### src/rtl/tx_link_scheduler_pkg.sv
// Shared types and constants for the UART transmit link scheduler.
package tx_link_pkg;

    localparam int WORD_W = 16;
    localparam int BYTE_W = 8;

    localparam logic SRC_GAME = 1'b0;
    localparam logic SRC_CTRL = 1'b1;

    typedef enum logic [1:0] {
        IDLE  = 2'd0,
        GRANT = 2'd1,
        HI    = 2'd2,
        LO    = 2'd3
    } state_e;

    function automatic logic [1:0] src_onehot(input logic src);
        return (src == SRC_CTRL) ? 2'b10 : 2'b01;
    endfunction

endpackage

### src/rtl/tx_link_scheduler_frame_timer.sv
// Periodic frame timer: pulses frame_start on each wrap unless the game-state
// source still owns the link, in which case a sticky overrun flag is raised.
module tx_frame_timer #(
    parameter int FRAME_PERIOD = 1666666,
    parameter int FRAME_CNT_W  = $clog2(FRAME_PERIOD)
) (
    input  logic clk_i,
    input  logic rst_i,
    input  logic src0_busy_i,
    output logic frame_start_o,
    output logic frame_overrun_o
);

    localparam logic [FRAME_CNT_W-1:0] LAST_CNT = FRAME_CNT_W'(FRAME_PERIOD - 1);

    logic [FRAME_CNT_W-1:0] cnt_q, cnt_d;
    logic                   overrun_q, overrun_d;
    logic                   wrap_s;

    always_comb begin
        wrap_s    = (cnt_q == LAST_CNT);
        cnt_d     = wrap_s ? {FRAME_CNT_W{1'b0}} : cnt_q + FRAME_CNT_W'(1);
        overrun_d = overrun_q | (wrap_s & src0_busy_i);
    end

    always_ff @(posedge clk_i) begin
        if (rst_i) begin
            cnt_q     <= {FRAME_CNT_W{1'b0}};
            overrun_q <= 1'b0;
        end else begin
            cnt_q     <= cnt_d;
            overrun_q <= overrun_d;
        end
    end

    assign frame_start_o   = wrap_s & ~src0_busy_i;
    assign frame_overrun_o = overrun_q;

endmodule

### src/rtl/tx_link_scheduler.sv
// Shares one UART byte channel between two 16-bit word-stream sources with
// packet-granular round-robin; optional stall timeout via TX_LINK_TIMEOUT_EN.
module tx_link_scheduler
    import tx_link_pkg::*;
#(
    parameter int FRAME_PERIOD   = 1666666,
    parameter int FRAME_CNT_W    = $clog2(FRAME_PERIOD),
    parameter int TIMEOUT_CYCLES = 1024
) (
    input  logic              clk,
    input  logic              rst,
    output logic              frame_start,
    input  logic [WORD_W-1:0] s0_data,
    input  logic              s0_valid,
    input  logic              s0_last,
    output logic              s0_ready,
    input  logic [WORD_W-1:0] s1_data,
    input  logic              s1_valid,
    input  logic              s1_last,
    output logic              s1_ready,
    output logic [BYTE_W-1:0] uart_data,
    output logic              uart_valid,
    input  logic              uart_ready,
    output logic [1:0]        grant,
    output logic              frame_overrun,
    output logic              pkt_abort
);

    state_e            state_q, state_d;
    logic              owner_q, owner_d;
    logic              last_grant_q, last_grant_d;
    logic [WORD_W-1:0] word_q, word_d;
    logic              last_q, last_d;
    logic              sel_valid_s, sel_last_s, accept_s, abort_s;
    logic [WORD_W-1:0] sel_data_s;

    assign sel_valid_s = (owner_q == SRC_CTRL) ? s1_valid : s0_valid;
    assign sel_data_s  = (owner_q == SRC_CTRL) ? s1_data  : s0_data;
    assign sel_last_s  = (owner_q == SRC_CTRL) ? s1_last  : s0_last;
    assign accept_s    = (state_q == GRANT) & sel_valid_s;

`ifdef TX_LINK_TIMEOUT_EN
    localparam int TO_W = $clog2(TIMEOUT_CYCLES) + 1;

    logic [TO_W-1:0] stall_q, stall_d;
    logic            pkt_abort_q;

    always_comb begin
        abort_s = 1'b0;
        stall_d = {TO_W{1'b0}};
        if ((state_q == GRANT) && !sel_valid_s) begin
            abort_s = (stall_q == TO_W'(TIMEOUT_CYCLES - 1));
            stall_d = abort_s ? {TO_W{1'b0}} : stall_q + TO_W'(1);
        end else begin
            stall_d = {TO_W{1'b0}};
        end
    end

    always_ff @(posedge clk) begin
        if (rst) begin
            stall_q     <= {TO_W{1'b0}};
            pkt_abort_q <= 1'b0;
        end else begin
            stall_q     <= stall_d;
            pkt_abort_q <= abort_s;
        end
    end

    assign pkt_abort = pkt_abort_q;
`else
    assign abort_s   = 1'b0;
    assign pkt_abort = 1'b0;
`endif

    // Arbitrate only from IDLE so a packet keeps the link until its last word drains.
    always_comb begin
        state_d      = state_q;
        owner_d      = owner_q;
        last_grant_d = last_grant_q;
        word_d       = word_q;
        last_d       = last_q;
        case (state_q)
            IDLE: begin
                if (s0_valid && s1_valid) begin
                    owner_d = ~last_grant_q;
                    state_d = GRANT;
                end else if (s0_valid) begin
                    owner_d = SRC_GAME;
                    state_d = GRANT;
                end else if (s1_valid) begin
                    owner_d = SRC_CTRL;
                    state_d = GRANT;
                end else begin
                    state_d = IDLE;
                end
            end
            GRANT: begin
                if (accept_s) begin
                    word_d  = sel_data_s;
                    last_d  = sel_last_s;
                    state_d = HI;
                end else if (abort_s) begin
                    last_grant_d = owner_q;
                    state_d      = IDLE;
                end else begin
                    state_d = GRANT;
                end
            end
            HI: begin
                if (uart_ready) begin
                    state_d = LO;
                end else begin
                    state_d = HI;
                end
            end
            LO: begin
                if (uart_ready && last_q) begin
                    last_grant_d = owner_q;
                    state_d      = IDLE;
                end else if (uart_ready) begin
                    state_d = GRANT;
                end else begin
                    state_d = LO;
                end
            end
            default: state_d = IDLE;
        endcase
    end

    always_ff @(posedge clk) begin
        if (rst) begin
            state_q      <= IDLE;
            owner_q      <= SRC_GAME;
            last_grant_q <= SRC_CTRL;
            word_q       <= {WORD_W{1'b0}};
            last_q       <= 1'b0;
        end else begin
            state_q      <= state_d;
            owner_q      <= owner_d;
            last_grant_q <= last_grant_d;
            word_q       <= word_d;
            last_q       <= last_d;
        end
    end

    assign grant      = (state_q == IDLE) ? 2'b00 : src_onehot(owner_q);
    assign s0_ready   = (state_q == GRANT) && (owner_q == SRC_GAME);
    assign s1_ready   = (state_q == GRANT) && (owner_q == SRC_CTRL);
    assign uart_valid = (state_q == HI) || (state_q == LO);

    always_comb begin
        case (state_q)
            HI:      uart_data = word_q[WORD_W-1:BYTE_W];
            LO:      uart_data = word_q[BYTE_W-1:0];
            default: uart_data = {BYTE_W{1'b0}};
        endcase
    end

    tx_frame_timer #(
        .FRAME_PERIOD (FRAME_PERIOD),
        .FRAME_CNT_W  (FRAME_CNT_W)
    ) u_frame_timer (
        .clk_i           (clk),
        .rst_i           (rst),
        .src0_busy_i     ((state_q != IDLE) && (owner_q == SRC_GAME)),
        .frame_start_o   (frame_start),
        .frame_overrun_o (frame_overrun)
    );

endmodule
### config.mk
export PLATFORM = sky130hd
export DESIGN_NAME = tx_link_scheduler
export DESIGN_NICKNAME = d
export VERILOG_FILES = /design/src/rtl/tx_link_scheduler_pkg.sv /design/src/rtl/tx_link_scheduler_frame_timer.sv /design/src/rtl/tx_link_scheduler.sv
export SDC_FILE = /design/constraint.sdc
export NUM_CORES = 1
export LEC_CHECK = 0
export CORE_MARGIN = 3
export CORE_UTILIZATION = 30
export DETAILED_ROUTE_END_ITERATION = 8
export GPL_ROUTABILITY_DRIVEN = 0
export REMOVE_ABC_BUFFERS = 1
export SYNTH_ARGS = -nofsm -noshare
export SYNTH_HDL_FRONTEND = slang
export SYNTH_SLANG_ARGS = --single-unit
### constraint.sdc
create_clock -name clk -period 4.5 [get_ports clk]
set_clock_uncertainty 0.15 [all_clocks]
set_input_delay 0.9 -clock clk [delete_from_list [all_inputs] [get_ports clk]]
set_output_delay 0.9 -clock clk [all_outputs]
set_load 0.01 [all_outputs]
==> results of run 1 <==
## cells in the mapped netlist (6+ instances only)
library cell / number
sky130_fd_sc_hd__nand2_1: 8
sky130_fd_sc_hd__nor2b_1: 8
sky130_fd_sc_hd__dfxtp_1: 43
sky130_fd_sc_hd__mux2i_1: 26
sky130_fd_sc_hd__xnor2_1: 10
sky130_fd_sc_hd__a21oi_1: 7
sky130_fd_sc_hd__nand3_1: 7
sky130_fd_sc_hd__inv_1: 6
sky130_fd_sc_hd__a211oi_1: 17
sky130_fd_sc_hd__nand4_1: 7
sky130_fd_sc_hd__nor2_1: 48
sky130_fd_sc_hd__clkbuf_1: 8
## worst max-delay path: cells and delay by family, from the launching register on
family / cells / cell delay, ns
buffers and inverters: 1 / 0.47
flip-flops: 1 / 0.74
AND/OR/NAND/NOR: 3 / 0.59
## layout make-up
| type | count | area [µm²] |
|---|---|---|
| Timing Repair Buffer | 56 | 553 |
| Fill cell | 689 | 3750 |
| Tap cell | 93 | 116 |
| Multi-Input combinational cell | 179 | 1170 |
| Clock buffer | 6 | 72.6 |
| Sequential cell | 43 | 861 |
| Clock inverter | 2 | 60.1 |
| Inverter | 6 | 22.5 |
## worst paths after layout
kind,end,depth (start not counted)
max,frame_start,4
min,last_grant_q,1
max reg2reg,u_frame_timer.cnt_q[20],5
min reg2reg,last_grant_q,1
## routing by layer
metal	share of wire [%]	global-route usage (%)	vias up	wire [µm]
met5	0	0	-	0
met1	49	14.4	809	2310
met4	1.7	4.97	0	78
met3	3.4	2.67	6	159
met2	46	17.9	33	2130
li1	-	-	957	-
## state kept, by name, indices dropped and copies added (netlist names)
| name | count |
|---|---|
| u_frame_timer.frame_overrun_o | 1 |
| state_q | 2 |
| last_grant_q | 1 |
| last_q | 1 |
| owner_q | 1 |
| word_q | 16 |
| u_frame_timer.cnt_q | 21 |
## kinds of logic (layout without fill, tap and decap cells)
family | after synthesis | count (layout)
other cells | 1 | 1
simple gates | 102 | 102
mux | 26 | 26
flops | 43 | 43
buf+inv | 21 | 70
compound gates | 34 | 34
xor+xnor | 14 | 14
fa+ha+maj | 2 | 2
## power groups by stage
stage	Sequential [mW]	Clock (mW)	Combinational, mW
2_1_floorplan	0.429	0	0.0677
3_3_place_gp	0.429	0	0.134
3_5_place_dp	0.429	0	0.136
4_1_cts	0.420	0.360	0.136
5_1_grt	0.424	0.374	0.149
6_report	0.420	0.351	0.134
## placed cells by master, fill, tap and decap left out, types with 2 or more instances in the layout
cell type,Yosys,layout
sky130_fd_sc_hd__nand4_1,7,7
sky130_fd_sc_hd__a211o_1,2,2
sky130_fd_sc_hd__dfxtp_1,43,43
sky130_fd_sc_hd__nand3_1,7,7
sky130_fd_sc_hd__nand2b_1,2,2
sky130_fd_sc_hd__nand2_1,8,8
sky130_fd_sc_hd__ha_1,2,2
sky130_fd_sc_hd__clkbuf_8,0,5
sky130_fd_sc_hd__or3_1,4,4
sky130_fd_sc_hd__inv_1,6,6
sky130_fd_sc_hd__xor2_1,4,4
sky130_fd_sc_hd__a21oi_1,7,7
sky130_fd_sc_hd__a211oi_1,17,17
sky130_fd_sc_hd__xnor2_1,10,10
sky130_fd_sc_hd__buf_4,1,3
sky130_fd_sc_hd__clkdlybuf4s50_1,0,53
sky130_fd_sc_hd__nor4_1,5,5
sky130_fd_sc_hd__o21ai_0,3,3
sky130_fd_sc_hd__bufinv_16,0,2
sky130_fd_sc_hd__and4_1,3,3
sky130_fd_sc_hd__mux2i_1,26,26
sky130_fd_sc_hd__nor2_1,48,47
sky130_fd_sc_hd__nor3_1,5,5
sky130_fd_sc_hd__nor2b_1,8,8
## per-stage QoR
stage               utilization [%]  total power [mW]  hold slack, ns
floorplan                         -             0.497           0.285
global placement               41.3             0.563           0.307
detailed placement             41.3             0.565           0.312
CTS                            43.3             0.917           0.332
global route                   43.3             0.947           0.361
finish                         43.3             0.905           0.324
==> impl_results.rst, run 1 <==
.. list-table::
   :header-rows: 1

   * - Metric
     - Value
   * - Worst hold path class
     - reg -> reg
   * - Most instantiated flip-flop cell in the synthesis netlist
     - sky130_fd_sc_hd__dfxtp_1
   * - Kind of critical path
     - reg -> out
   * - Pin count of the biggest net entering global routing
     - 36
   * - Combined area of all synthesized cells
     - 0.00212 mm²
   * - Ratio of routed vias to standard cells
     - 4.69
   * - Max stage delay cell, worst path
     - sky130_fd_sc_hd__dfxtp_1
   * - Unrepaired setup endpoints after global routing
     - false
   * - Share of synthesized cell area in and, or, nand and nor gates
     - 24.6%
   * - Beginning of the worst register-to-register path
     - u_frame_timer.cnt_q[0]
   * - Dominant combinational cell family by area after synthesis
     - simple AND/OR/NAND/NOR gates
   * - Post-Synthesis Cells
     - 243
   * - X dimension of the die
     - 90.0 µm
   * - Number of H-tree branching levels
     - 2
   * - Layout-stage area growth over the synthesis result
     - 34.9%
   * - Slew @ Worst Pin
     - 0.646 ns
   * - Synth Area in Compound Gates
     - 11.2%
   * - Final WL
     - 4670 µm
   * - Combinational fraction of design power
     - 14.8%
   * - Max-cap violation count
     - 0
   * - YS warnings
     - 0
   * - Post-layout instance area
     - 0.00286 mm²
   * - Run status
     - complete, no violations
   * - Maximum frequency from static timing analysis
     - 0.318 GHz
   * - Sum of overflow across all layers after global routing
     - 0
   * - Top Ports
     - 55
   * - Post-synth EDFFs
     - 0
   * - Total Neg Setup Slack
     - 0 ns
   * - Slack of the critical path
     - 1.36 ns
   * - Post-synthesis xor/xnor area fraction
     - 5.79%
   * - Beginning of the worst hold path
     - last_grant_q
   * - Static leakage
     - 0.926 nW
   * - Final worst-path cycle share
     - 69.9%
   * - Design internal power
     - 0.699 mW
   * - Average wire per cell in the routed design
     - 12.1 µm
   * - CTS resizes
     - 0
   * - Number of buffers added for setup after CTS
     - 0
   * - Synthesized-area fraction occupied by adder cells
     - 1.18%
   * - Detail Route Antenna Nets
     - 0
   * - Areal power density over the cells
     - 317 mW/mm²
   * - Syn Area/Cell
     - 8.72 µm²
   * - Total instance count after detailed placement
     - 377
   * - Master cell of the clock root buffer
     - sky130_fd_sc_hd__clkbuf_8
   * - Instance area after placement
     - 0.00273 mm²
   * - Worst slack, placed
     - 1.66 ns
   * - Part of the Yosys area used for sequential elements
     - 40.6%
   * - Clock transition at path regs
     - 0.08 ns
   * - Synth async-reset ratio
     - 0%
   * - Total via count in the routed design
     - 1805
   * - Non-filler instance count after layout
     - 385
   * - Arrival time at the worst endpoint
     - 2.09 ns
   * - Ratio of cells with drive above 1 in the final layout
     - 5.14%
   * - Cells taking the most area after synthesis
     - sky130_fd_sc_hd__dfxtp_1 41%, sky130_fd_sc_hd__mux2i_1 12%, sky130_fd_sc_hd__nor2_1 8.5%
   * - Total GRT Usage
     - 11.2%
   * - Series of cell instances along the critical path
     - nor2_1 > nor2_1 > and4b_1 > clkdlybuf4s50_1
   * - Crit end category
     - primary output
   * - Top cell type's share of synthesized area
     - 40.6%
   * - Register bit total from synthesis
     - 43
   * - Kind of start point of the critical path
     - register
   * - Port Buffers
     - 53
   * - Count of final setup violators
     - 0
   * - # DRC
     - 0
   * - # diodes
     - 0
   * - CTS tree
     - yes
   * - Total count of hold-check failures in the final report
     - 0
   * - Area enclosed by the die boundary
     - 0.00811 mm²
   * - Net switching component of the power
     - 0.206 mW
   * - Initial core utilization
     - 32.1%
   * - Peak per-stage delay on the critical path
     - 0.74 ns
   * - Antenna violations before repair
     - 0
   * - Final max-slew violation count
     - 0
   * - Detailed placement HPWL
     - 3410 µm
   * - Worst slew margin relative to its limit
     - 56.8%
   * - Number of buffers created by CTS
     - 5
   * - Number of unique standard cell types used by synthesis
     - 36
   * - Hold bufs inserted after CTS
     - 0
   * - Max FO, Critical Path
     - 14
   * - Clk network pwr share
     - 38.8%
   * - Share of total power consumed by net switching
     - 22.8%
   * - Row Count
     - 29
   * - Detailed Routing Iterations Pass 1
     - 4
   * - Part of the power in registers
     - 46.4%
   * - Global-route wire length before repair
     - 7600 µm
   * - Worst skew pair latency
     - 0.30 ns
   * - Timing startpoint of the critical path
     - state_q[0]
   * - Worst EP required
     - 3.45 ns
   * - Die outline height
     - 90.0 µm
   * - Initial detailed-routing violation count
     - 68
   * - Area of the core region
     - 0.00660 mm²
   * - Via count of the first global-routing pass
     - 1607
   * - Final worst path period need
     - 3.14 ns
   * - Max Buffers Root-to-Sink
     - 2
   * - Slack of the worst reg-to-reg path
     - 2.52 ns
   * - VDD IR max
     - 0.115 mV
   * - Number of sinks driven by the clock tree
     - 43
   * - Fraction of synthesized area in multiplexers
     - 12.3%
   * - Cell occurring most often along the worst timing path
     - sky130_fd_sc_hd__nor2_1
   * - Area leader, netlist
     - sky130_fd_sc_hd__dfxtp_1
   * - Net total in the final layout
     - 332
(Power assumes the default switching activity.)
==> inputs of run 2 (changes only) <==
==> constraint.sdc (replaced) <==
create_clock -name clk -period 2.6 [get_ports clk]
set_clock_uncertainty 0.15 [all_clocks]
set_input_delay 0.52 -clock clk [delete_from_list [all_inputs] [get_ports clk]]
set_output_delay 0.52 -clock clk [all_outputs]
set_load 0.01 [all_outputs]
==> impl_results.rst, run 2 (synthesis gave the netlist of run 1 again) <==
.. list-table::
   :header-rows: 1

   * - Metric
     - Value
   * - Run status
     - complete, no violations
   * - Average wire per cell in the routed design
     - 12.1 µm (-0.38%)
   * - Net switching component of the power
     - 0.349 mW (+69%)
   * - Pin count of the biggest net entering global routing
     - 36 (unchanged)
   * - Timing startpoint of the critical path
     - state_q[0]
   * - Final hold slack
     - 0.318 ns (-0.00576 ns)
   * - Ratio of routed vias to standard cells
     - 4.68 (-0.28%)
   * - Most common cell after layout, fill and taps aside
     - sky130_fd_sc_hd__clkdlybuf4s50_1
   * - Fraction of met2 tracks used by global routing
     - 18.7% (+0.75 points)
   * - Port Buffers
     - 53 (unchanged)
   * - Via count of the first global-routing pass
     - 1664 (+3.5%)
   * - # diodes
     - 0 (unchanged)
   * - Antenna violations before repair
     - 0 (unchanged)
   * - Global-route wire length before repair
     - 7820 µm (+3.0%)
   * - Detail Route Antenna Nets
     - 0 (unchanged)
   * - Kind of start point of the critical path
     - register
   * - Slack of the critical path
     - 0.282 ns (-1.07 ns)
   * - Area of the core region
     - 0.00660 mm² (unchanged)
   * - Number of buffers created by CTS
     - 5 (unchanged)
   * - Initial core utilization
     - 32.1% (unchanged)
   * - Clock transition at path regs
     - 0.08 ns (about the same)
   * - Ratio of cells with drive above 1 in the final layout
     - 8.39% (+3.3 points)
   * - Static leakage
     - 0.962 nW (+3.9%)
   * - Post-layout instance area
     - 0.00288 mm² (+0.61%)
   * - Met1 layer usage reported by global route
     - 14.8% (+0.44 points)
   * - Top flop regs
     - u_frame_timer.cnt_q (21), word_q (16), state_q (2)
   * - Count of final setup violators
     - 0 (unchanged)
   * - Total Neg Setup Slack
     - 0 ns (unchanged)
   * - Global-route track usage on met3
     - 2.59% (-0.083 points)
   * - Final WL
     - 4730 µm (+1.2%)
   * - Arrival time at the worst endpoint
     - 1.65 ns (-0.44 ns)
   * - Final worst-path cycle share
     - 89.2%
   * - Master cell of the clock root buffer
     - sky130_fd_sc_hd__clkbuf_8
   * - Number of sinks driven by the clock tree
     - 43 (unchanged)
   * - Beginning of the worst register-to-register path
     - u_frame_timer.cnt_q[1]
   * - Total count of hold-check failures in the final report
     - 0 (unchanged)
   * - Max Buffers Root-to-Sink
     - 2 (unchanged)
   * - Initial detailed-routing violation count
     - 124 (+82%)
   * - Die outline height
     - 90.0 µm (unchanged)
   * - # DRC
     - 0 (unchanged)
   * - Detailed placement HPWL
     - 3470 µm (+1.6%)
   * - # fillers
     - 640 (-7.1%)
   * - Kind of critical path
     - reg -> out
   * - Area enclosed by the die boundary
     - 0.00811 mm² (unchanged)
   * - Register bank with the most flops
     - u_frame_timer.cnt_q
   * - Slack of the worst reg-to-reg path
     - 0.58 ns (-1.94 ns)
   * - Worst skew pair latency
     - 0.29 ns (about the same)
   * - Share of total power consumed by net switching
     - 25.5% (+2.7 points)
   * - Max-cap violation count
     - 0 (unchanged)
   * - X dimension of the die
     - 90.0 µm (unchanged)
   * - Hold bufs inserted after CTS
     - 0 (unchanged)
   * - Total GRT Usage
     - 11.6% (+0.34 points)
   * - Design internal power
     - 1.02 mW (+46%)
   * - Total via count in the routed design
     - 1828 (+1.3%)
   * - Worst slack, placed
     - 0.234 ns (-1.43 ns)
   * - Net total in the final layout
     - 338 (+1.8%)
   * - Global-route layer with the greatest usage
     - met2
   * - Layout-stage area growth over the synthesis result
     - 35.7%
   * - Maximum frequency from static timing analysis
     - 0.431 GHz
   * - Part of the power in registers
     - 52.3% (+5.9 points)
   * - Top Ports
     - 55 (unchanged)
   * - Number of H-tree branching levels
     - 2 (unchanged)
   * - Crit end category
     - primary output
   * - Worst EP required
     - 1.93 ns (-1.52 ns)
   * - Most frequent cells in the layout
     - 52 x sky130_fd_sc_hd__clkdlybuf4s50_1, 46 x sky130_fd_sc_hd__nor2_1, 40 x sky130_fd_sc_hd__dfxtp_1, 26 x sky130_fd_sc_hd__mux2i_1, 17 x sky130_fd_sc_hd__a211oi_1
   * - Depth of the worst register-to-register path
     - 5 (unchanged)
   * - Clk network pwr share
     - 29.4% (-9.4 points)
   * - Worst r2r dst
     - u_frame_timer.cnt_q[20]
   * - VDD IR max
     - 0.173 mV (+51%)
   * - Critical Path End
     - uart_data[2]
   * - Detailed Routing Iterations Pass 1
     - 4 (unchanged)
   * - Number of stages on the worst hold path
     - 1 (unchanged)
   * - Instance area after placement
     - 0.00276 mm² (+1.1%)
   * - Areal power density over the cells
     - 476 mW/mm² (+50%)
   * - Final worst path period need
     - 2.32 ns
   * - CTS tree
     - yes
   * - Sum of overflow across all layers after global routing
     - 0 (unchanged)
   * - Max FO, Critical Path
     - 13 (-1)
   * - Row Count
     - 29 (unchanged)
   * - Max reg flops
     - 21 (unchanged)
   * - Worst hold path class
     - reg -> reg
   * - Combinational fraction of design power
     - 18.3% (+3.5 points)
   * - Final max-slew violation count
     - 0 (unchanged)
   * - Unrepaired setup endpoints after global routing
     - false
## run 2: area by class of cell
type                       instances  area [µm²]  area share, %
multi-input combinational        179        1190           41.4
sequential                        43         865           30.1
timing repair buffer              62         601           20.9
tap                               93         116           4.05
clock buffer                       7        76.3           2.65
inverter                           6        22.5          0.783
clock inverter                     1        5.00          0.174
## run 2: critical path: stages, from the launching register on
cell and delay (ns):
sky130_fd_sc_hd__dfxtp_1 0.34, sky130_fd_sc_hd__buf_4 0.23, sky130_fd_sc_hd__mux2i_1 0.10, sky130_fd_sc_hd__nor2b_1 0.13, sky130_fd_sc_hd__clkdlybuf4s50_1 0.56
## run 2: metal layers
metal  vias to the layer above  routed length [µm]
li1                        964                   -
met1                       826                2250
met2                        33                2230
met3                         5                 168
met4                         0                  78
met5                         -                   0
## run 2: how the worst min path moves through the flow
| stage | startpoint | endpoint | slack, ns |
|---|---|---|---|
| 6_report | last_grant_q | last_grant_q | 0.32 |
| 5_1_grt | last_grant_q | last_grant_q | 0.35 |
| 4_1_cts | last_grant_q | last_grant_q | 0.33 |
| 3_5_place_dp | last_grant_q | last_grant_q | 0.31 |
| 3_3_place_gp | last_grant_q | last_grant_q | 0.30 |
| 2_1_floorplan | last_grant_q | last_grant_q | 0.29 |
## run 2: power by group through the flow
| stage | registers [mW] | clock network (mW) | logic (mW) |
|---|---|---|---|
| 2_1_floorplan | 0.743 | 0 | 0.117 |
| 3_3_place_gp | 0.728 | 0 | 0.251 |
| 3_5_place_dp | 0.730 | 0 | 0.253 |
| 4_1_cts | 0.715 | 0.423 | 0.254 |
| 5_1_grt | 0.719 | 0.443 | 0.278 |
| 6_report | 0.715 | 0.402 | 0.250 |
## run 2: metrics by stage
step | power, mW | utilization, % | cells
6_report | 1.37 | 43.5 | 391
2_1_floorplan | 0.860 | - | 228
5_1_grt | 1.44 | 43.5 | 391
3_5_place_dp | 0.983 | 41.7 | 381
4_1_cts | 1.39 | 43.3 | 390
3_3_place_gp | 0.979 | 41.7 | 381
## run 2: what timing repair did
action | CTS | global route
buffers inserted | 1 | 1
endpoints found under the setup margin | 1 | 1
resized for setup | 3 | 4
pin swaps | 2 | 1
==> inputs of run 3 (changes only) <==
--- a/config.mk
+++ b/config.mk
@@ -5,6 +5,7 @@
 export SDC_FILE = /design/constraint.sdc
 export NUM_CORES = 1
 export LEC_CHECK = 0
+export ABC_AREA = 0
 export CORE_MARGIN = 3
 export CORE_UTILIZATION = 30
 export DETAILED_ROUTE_END_ITERATION = 8
==> results of run 3 <==
The final DEF is identical to that of run 2; final timing and power are the same.
